--- config.mk ---
export PLATFORM = sky130hd
export DESIGN_NAME = alu_seq
export DESIGN_NICKNAME = d
export VERILOG_FILES = /design/src/rtl/alu_seq.sv
export SDC_FILE = /design/constraint.sdc
export NUM_CORES = 1
export LEC_CHECK = 0
export CAP_MARGIN = 20
export CORE_ASPECT_RATIO = 1.2
export CORE_MARGIN = 2
export CORE_UTILIZATION = 51
export DETAILED_ROUTE_END_ITERATION = 8
export GPL_TIMING_DRIVEN = 0
export PLACE_DENSITY = 0.88
export SLEW_MARGIN = 20
export SYNTH_ARGS = -nofsm -noshare
export SYNTH_HDL_FRONTEND = slang
export SYNTH_SLANG_ARGS = --single-unit
--- constraint.sdc ---
create_clock -name clk -period 6 [get_ports clk]
set_clock_uncertainty 0.2 [all_clocks]
set_input_delay 1.5 -clock clk [delete_from_list [all_inputs] [get_ports clk]]
set_output_delay 1.5 -clock clk [all_outputs]
set_load 0.05 [all_outputs]
--- src/rtl/alu_seq.sv ---
// Multi-precision operation sequencer: issues one NBYTES-wide operation to an
// external combinational 8-bit ALU one byte per cycle, LSB first, chaining carry.
module alu_seq #(
    parameter int NBYTES = 4
) (
    input  logic                  clk,
    input  logic                  rst_n,
    input  logic                  req_valid,
    output logic                  req_ready,
    input  logic [2:0]            req_oper,
    input  logic [8*NBYTES-1:0]   req_a,
    input  logic [8*NBYTES-1:0]   req_b,
    input  logic                  req_c_in,
    output logic [2:0]            alu_oper,
    output logic [7:0]            alu_a,
    output logic [7:0]            alu_b,
    output logic                  alu_c_in,
    input  logic [7:0]            alu_sum,
    input  logic                  alu_c_out,
    output logic                  rsp_valid,
    input  logic                  rsp_ready,
    output logic [8*NBYTES-1:0]   rsp_result,
    output logic                  rsp_c_out,
    output logic                  busy
);

    localparam int W  = 8 * NBYTES;
    localparam int IW = (NBYTES > 1) ? $clog2(NBYTES) : 1;

    typedef enum logic [1:0] {
        S_IDLE,
        S_RUN,
        S_DONE
    } state_t;

    state_t          state_q, state_d;
    logic [IW-1:0]   idx_q, idx_d;
    logic            carry_q, carry_d;
    logic [2:0]      oper_q, oper_d;
    logic [W-1:0]    a_q, a_d;
    logic [W-1:0]    b_q, b_d;
    logic [W-1:0]    result_q, result_d;
    logic            c_out_q, c_out_d;
    logic            rsp_valid_q, rsp_valid_d;

    always_comb begin
        // NOTE: every signal gets a default before the case so no path leaves one unassigned (no latches).
        state_d     = state_q;
        idx_d       = idx_q;
        carry_d     = carry_q;
        oper_d      = oper_q;
        a_d         = a_q;
        b_d         = b_q;
        result_d    = result_q;
        c_out_d     = c_out_q;
        rsp_valid_d = rsp_valid_q;
        alu_a       = 8'h00;
        alu_b       = 8'h00;
        alu_c_in    = 1'b0;

        case (state_q)
            S_IDLE: begin
                if (req_valid) begin
                    oper_d  = req_oper;
                    a_d     = req_a;
                    b_d     = req_b;
                    carry_d = req_c_in;
                    idx_d   = '0;
                    state_d = S_RUN;
                end
            end

            S_RUN: begin
                alu_a = a_q[8*idx_q +: 8];
                alu_b = b_q[8*idx_q +: 8];
                case (oper_q)
                    3'd0, 3'd1: alu_c_in = carry_q;
                    // The ALU inverts c_in for oper 2, so a borrow chain feeds back ~c_out.
                    3'd2:       alu_c_in = (idx_q == '0) ? carry_q : ~carry_q;
                    default:    alu_c_in = 1'b0;
                endcase

                result_d[8*idx_q +: 8] = alu_sum;
                carry_d                = alu_c_out;
                if (idx_q == IW'(NBYTES - 1)) begin
                    c_out_d     = alu_c_out;
                    rsp_valid_d = 1'b1;
                    state_d     = S_DONE;
                end else begin
                    idx_d = idx_q + 1'b1;
                end
            end

            S_DONE: begin
                if (rsp_ready) begin
                    rsp_valid_d = 1'b0;
                    state_d     = S_IDLE;
                end
            end

            default: state_d = S_IDLE;
        endcase
    end

    // NOTE: sequential state uses non-blocking assignments only; async active-low reset clears everything.
    always_ff @(posedge clk or negedge rst_n) begin
        if (!rst_n) begin
            state_q     <= S_IDLE;
            idx_q       <= '0;
            carry_q     <= 1'b0;
            oper_q      <= 3'd0;
            a_q         <= '0;
            b_q         <= '0;
            result_q    <= '0;
            c_out_q     <= 1'b0;
            rsp_valid_q <= 1'b0;
        end else begin
            state_q     <= state_d;
            idx_q       <= idx_d;
            carry_q     <= carry_d;
            oper_q      <= oper_d;
            a_q         <= a_d;
            b_q         <= b_d;
            result_q    <= result_d;
            c_out_q     <= c_out_d;
            rsp_valid_q <= rsp_valid_d;
        end
    end

    assign req_ready  = (state_q == S_IDLE);
    assign busy       = (state_q != S_IDLE);
    assign alu_oper   = oper_q;
    assign rsp_valid  = rsp_valid_q;
    assign rsp_result = result_q;
    assign rsp_c_out  = c_out_q;

endmodule

Word level (Yosys, flattened, before mapping)
Index checks and enable logic that the tools add are counted.
{ "classes": {"reduce_logical": 13, "add_sub_neg": 2, "bitwise_logic": 1, "eq_ne": 9, "n_shift": 4, "mux": 18} }
{ "op_table": {"columns": ["operator", "n"], "rows": [
  ["$shiftx A32 B6 Y8", 2],
  ["$neg A5 Y34", 1],
  ["$shift A8 B34 Y32 const A", 1],
  ["$shiftx A8 B34 Y32", 1],
  ["$bwmux W32", 1],
  ["$mux W8", 2],
  ["$mux W2", 5],
  ["$reduce_and A3 Y1", 3],
  ["$ne A2 B2 Y1 const B", 4],
  ["$pmux W1 S2", 3],
  ["$pmux W2 S3", 1],
  ["$reduce_and A2 Y1", 3],
  ["$reduce_bool A2 Y1", 3],
  ["$mux W1", 5],
  ["$eq A2 B2 Y1 const B", 2],
  ["$logic_not A2 Y1", 2],
  ["$pmux W2 S2", 1],
  ["$eq A3 B1 Y1 const B", 1],
  ["$eq A3 B2 Y1 const B", 1],
  ["$logic_not A3 Y1", 1],
  ["$add A2 B1 Y2 const B", 1],
  ["$eq A2 B1 Y1 const B", 1],
  ["$reduce_or A2 Y1", 1],
  ["$not A1 Y1", 1]
]} }
{ "totals": {"regBits": 106, "input_bits": 81} }

Logic depth before layout (Yosys ltp)
{ "depth": {"word_depth": 4, "depth_mapped": 8, "ltp_nobuf": 5} }

Worst setup path after synthesis
No wires, ideal clock.
{ "synth_timing": {"path_type": "register to output", "start": "register idx_q[1]", "end": "output alu_c_in", "t_arrival_ps": 2853, "path_stages_with_launch": 7, "path_buffers": 2, "setup_slack_ps": 1447, "path_cell_list": "dfrtp_1 buf_2 buf_2 inv_1 ha_1 or4_1 a211oi_1"} }
{ "synth_between": {"elab_chain_len": 4} }
{ "synth_rtl": {"columns": ["element", "line_no", "rtl"], "rows": [
  ["start, declared", "37", "logic [IW-1:0] idx_q, idx_d;"],
  ["start signal, assigned", "119", "idx_q <= idx_d;"],
  ["$logic_not A2 Y1", "79", "3'd2: alu_c_in = (idx_q == '0) ? carry_q : ~carry_q;"],
  ["$mux W1", "79", null],
  ["$pmux W1 S2", "76", "case (oper_q)"],
  ["$mux W1", "61", "case (state_q)"],
  ["end, declared", "17", "output logic alu_c_in,"]
]} }
No other way between the ends.

Worst setup path after layout
Same ends and word-level chain as after synthesis.

==> metrics.json <==
{
  "clocking": {
    "tritoncts_num_sinks": 106,
    "cts-root-buf": "sky130_fd_sc_hd__clkbuf_8",
    "cts_tree": "yes",
    "post_cts_hold_buffer_count": 0,
    "clock_tree.buffer_depth": 2,
    "cts-buffers-inserted": 9,
    "cts_post_setup_buffers_inserted": 0,
    "cts-htree-levels": 3,
    "clk_latency_ps": 340,
    "ctsResizeCount": 0,
    "clkTransAtPathRegs_ps": 90
  },
  "setup_path": {
    "crit_top_cell": "sky130_fd_sc_hd__buf_2",
    "cp_num_buf_inv": 4,
    "timing.reg2reg.setup_slack_ps": 3150,
    "slowest_stage": "sky130_fd_sc_hd__clkdlybuf4s50_1",
    "critical_path.max_fanout": 10,
    "crit_arrival_ps": 3520,
    "cp_slowest_stage_delay_ps": 880,
    "category_of_the_worst_setup_path_launch_point": "flip-flop",
    "worstPathCellList": "buf_2 -> buf_2 -> inv_1 -> ha_1 -> or4_1 -> a211oi_1 -> clkdlybuf4s50_1",
    "timing.rr.end": "rsp_result[23]$_DFFE_PN0P_",
    "rr_startpoint": "idx_q[1]$_DFFE_PN0P_",
    "reg2reg_depth": 7,
    "crit_required_ps": 4300,
    "endpoint_kind": "primary output",
    "timing.setup.critical_path_class": "reg2out",
    "worst_path_dominant_cell_family": "buffers and inverters",
    "setup.worst_path.start": "idx_q[1]$_DFFE_PN0P_"
  },
  "floorplan": {
    "core.rowCount": 38,
    "fp.dieArea_um2": 9983,
    "die_h_um": 109.1,
    "floorplan.initialDensity": 0.5220,
    "die_x_extent_um": 91.55,
    "core_region_area_um2": 8986,
    "pin_count": 137
  },
  "detailed_routing": {
    "vias_per_cell": 5.487,
    "detail_route.iter0.violations": 152,
    "detail_route.wl_per_cell_um": 18.39,
    "drc": 0,
    "ant_nets": 0,
    "routed_wl_um": 11110,
    "drt_pass1_iterations": 4,
    "vias": 3314
  },
  "cells_and_area": {
    "most_common_cell_after_layout_fill_and_taps_aside": "sky130_fd_sc_hd__clkdlybuf4s50_1",
    "multiInputGateArea_um2": 1893,
    "finish.instance_area_um2": 6390,
    "layout_cells_sized_above_1": 0.2273,
    "antenna-diode-count": 0,
    "layout_common_cells": "sky130_fd_sc_hd__clkdlybuf4s50_1 (135), sky130_fd_sc_hd__dfrtp_1 (106), sky130_fd_sc_hd__mux2_2 (59)",
    "instances_no_fill": 604,
    "layout.area.seq_um2": 2653,
    "area_delta_synth_final_pct": 36.22,
    "nNetsFinal": 568,
    "fill_cells": 611
  },
  "grt": {
    "grt.overflow.total": 0,
    "globalRouteTotalUtil": 0.2375,
    "number_of_global_route_vias_before_repair": 3600,
    "grt_first_pass_wirelength_um": 18160,
    "pin_count_of_the_biggest_net_entering_global_routing": 85,
    "antenna_found_initial": 0
  },
  "yosys": {
    "number_of_enable_type_register_cells_in_the_synthesized_netlist": 0,
    "synth.top_cells.by_area": "sky130_fd_sc_hd__dfrtp_1 (57%), sky130_fd_sc_hd__mux2_2 (14%), sky130_fd_sc_hd__mux4_2 (7.7%)",
    "synth_top_cell_area_share": 0.5655,
    "synth-seq-cells": 106,
    "synth-async-reset-ratio": 1.000,
    "synthesis.instances": 333,
    "synth_seq_area_share": 0.5655,
    "synth.avg_cell_area_um2": 14.09,
    "dominantRegCellSynth": "sky130_fd_sc_hd__dfrtp_1",
    "synth_nets": 420,
    "synth.largest_area_cell": "sky130_fd_sc_hd__dfrtp_1",
    "yosysWarningCount": 0,
    "synth.lib_cells_used.distinct": 33,
    "cell_area_synth_um2": 4691
  },
  "placed_design": {
    "placed_area_um2": 6231,
    "place.detailed.instances": 590,
    "gp_congestion": 0.8147,
    "place.detailed.hpwl_um": 8278,
    "placement.io_buffers": 136
  },
  "sta": {
    "worst_slew_margin_rel": 0.5296,
    "finalMaxSlewViolations": 0,
    "final.period_utilization": 0.8707,
    "holdWs_ps": 285.3,
    "hold_violations": 0,
    "min_period_ps": 5224,
    "report.final.setup_viol": 0,
    "highest_clock_rate_mhz": 191.4,
    "grt_setup_unrepaired": "no",
    "worst_pin_slew_ps": 703.8
  },
  "power_and_ir_drop": {
    "p_leak_uw": 0.002654,
    "power.density_cell_area_nw_per_um2": 610.1,
    "ir_worst_vdd_v": 0.0003193
  },
  "outcome": {
    "status": "completed"
  },
  "flow_run": {
    "max-cap-violations": 0
  },
  "worst_hold_path": {
    "min_to": "rsp_result[14]$_DFFE_PN0P_",
    "hold_path_class": "reg2reg",
    "hold_depth": 2,
    "holdCritStartpoint": "rsp_result[14]$_DFFE_PN0P_"
  }
}
[how the worst max path moves through the flow]
| stage | end | slack, ps | cells past startpoint |
|---|---|---|---|
| 2_1_floorplan | alu_c_in | 1450 | 6 |
| 3_3_place_gp | b_q[19]$_DFFE_PN0P_ | -560 | 1 |
| 3_5_place_dp | alu_c_in | 1190 | 7 |
| 4_1_cts | alu_c_in | 810 | 7 |
| 5_1_grt | alu_c_in | 650 | 7 |
| 6_report | alu_c_in | 780 | 7 |
[registers in the layout, indices dropped and copies added (netlist names)]
| signal | cells |
|---|---|
| a_q | 32 |
| alu_oper | 3 |
| b_q | 32 |
| carry_q | 1 |
| idx_q | 2 |
| rsp_c_out | 1 |
| rsp_result | 32 |
| rsp_valid | 1 |
| state_q | 2 |
[area by class of cell]
type	instances	share of cell area
flip-flops and latches	106	0.4151
clock inverters	3	0.002741
well taps	120	0.02350
repair buffers	137	0.2175
inverters	6	0.003525
multi-input cells	203	0.2963
clock buffers	11	0.02213
plain buffers	18	0.01919
[per-layer routing]
layer,vias to the layer above,share of wire,track usage
li1,1485,-,-
met1,1684,0.40,0.2886
met2,133,0.53,0.4181
met3,12,0.055,0.05045
met4,0,0.016,0.08983
met5,-,0,0
[worst min-delay path, stage by stage (launching register included)]
cell and delay, ps:
sky130_fd_sc_hd__dfrtp_1 350, sky130_fd_sc_hd__nand2_1 40, sky130_fd_sc_hd__o21ai_0 60
[cell usage after synthesis, drive strengths merged (2+ instances only)]
library cell / count
dfrtp: 106
nand2b: 2
o21ai: 19
nor2b: 3
inv: 6
ha: 6
mux4: 16
nor4b: 2
buf: 15
a21oi: 2
nand3b: 3
mux2: 67
nor2: 4
clkbuf: 3
a22o: 16
nand2: 36
and2: 16
[power breakdown]
part | switching (uW) | total (uW) | leakage (uW) | internal, uW
combinational | 1300 | 2280 | 0.00126 | 979
sequential | 190 | 1240 | 0.00131 | 1050
clock | 222 | 379 | 0.0000810 | 157
total | 1710 | 3900 | 0.00265 | 2190
[metrics by stage]
step | util | power (uW) | TNS [ps] | setup slack [ps]
after floorplan | - | 2820 | 0 | 1447
after global placement | 0.6902 | 3472 | -58430 | -558.7
after detailed placement | 0.6934 | 3547 | 0 | 1194
after CTS | 0.7111 | 3930 | 0 | 813.9
after global routing | 0.7111 | 4124 | 0 | 652.5
final | 0.7111 | 3899 | 0 | 775.9
[logic make-up after synthesis]
| family | Yosys count | share of synthesized area |
|---|---|---|
| DFF | 106 | 0.5655 |
| muxes | 84 | 0.2398 |
| and+or+nand+nor | 70 | 0.08642 |
| AOI/OAI and AO/OA | 43 | 0.06135 |
| buffers and inverters | 24 | 0.03094 |
| adders and majority gates | 6 | 0.01600 |
Power figures use the tool's default switching activity.
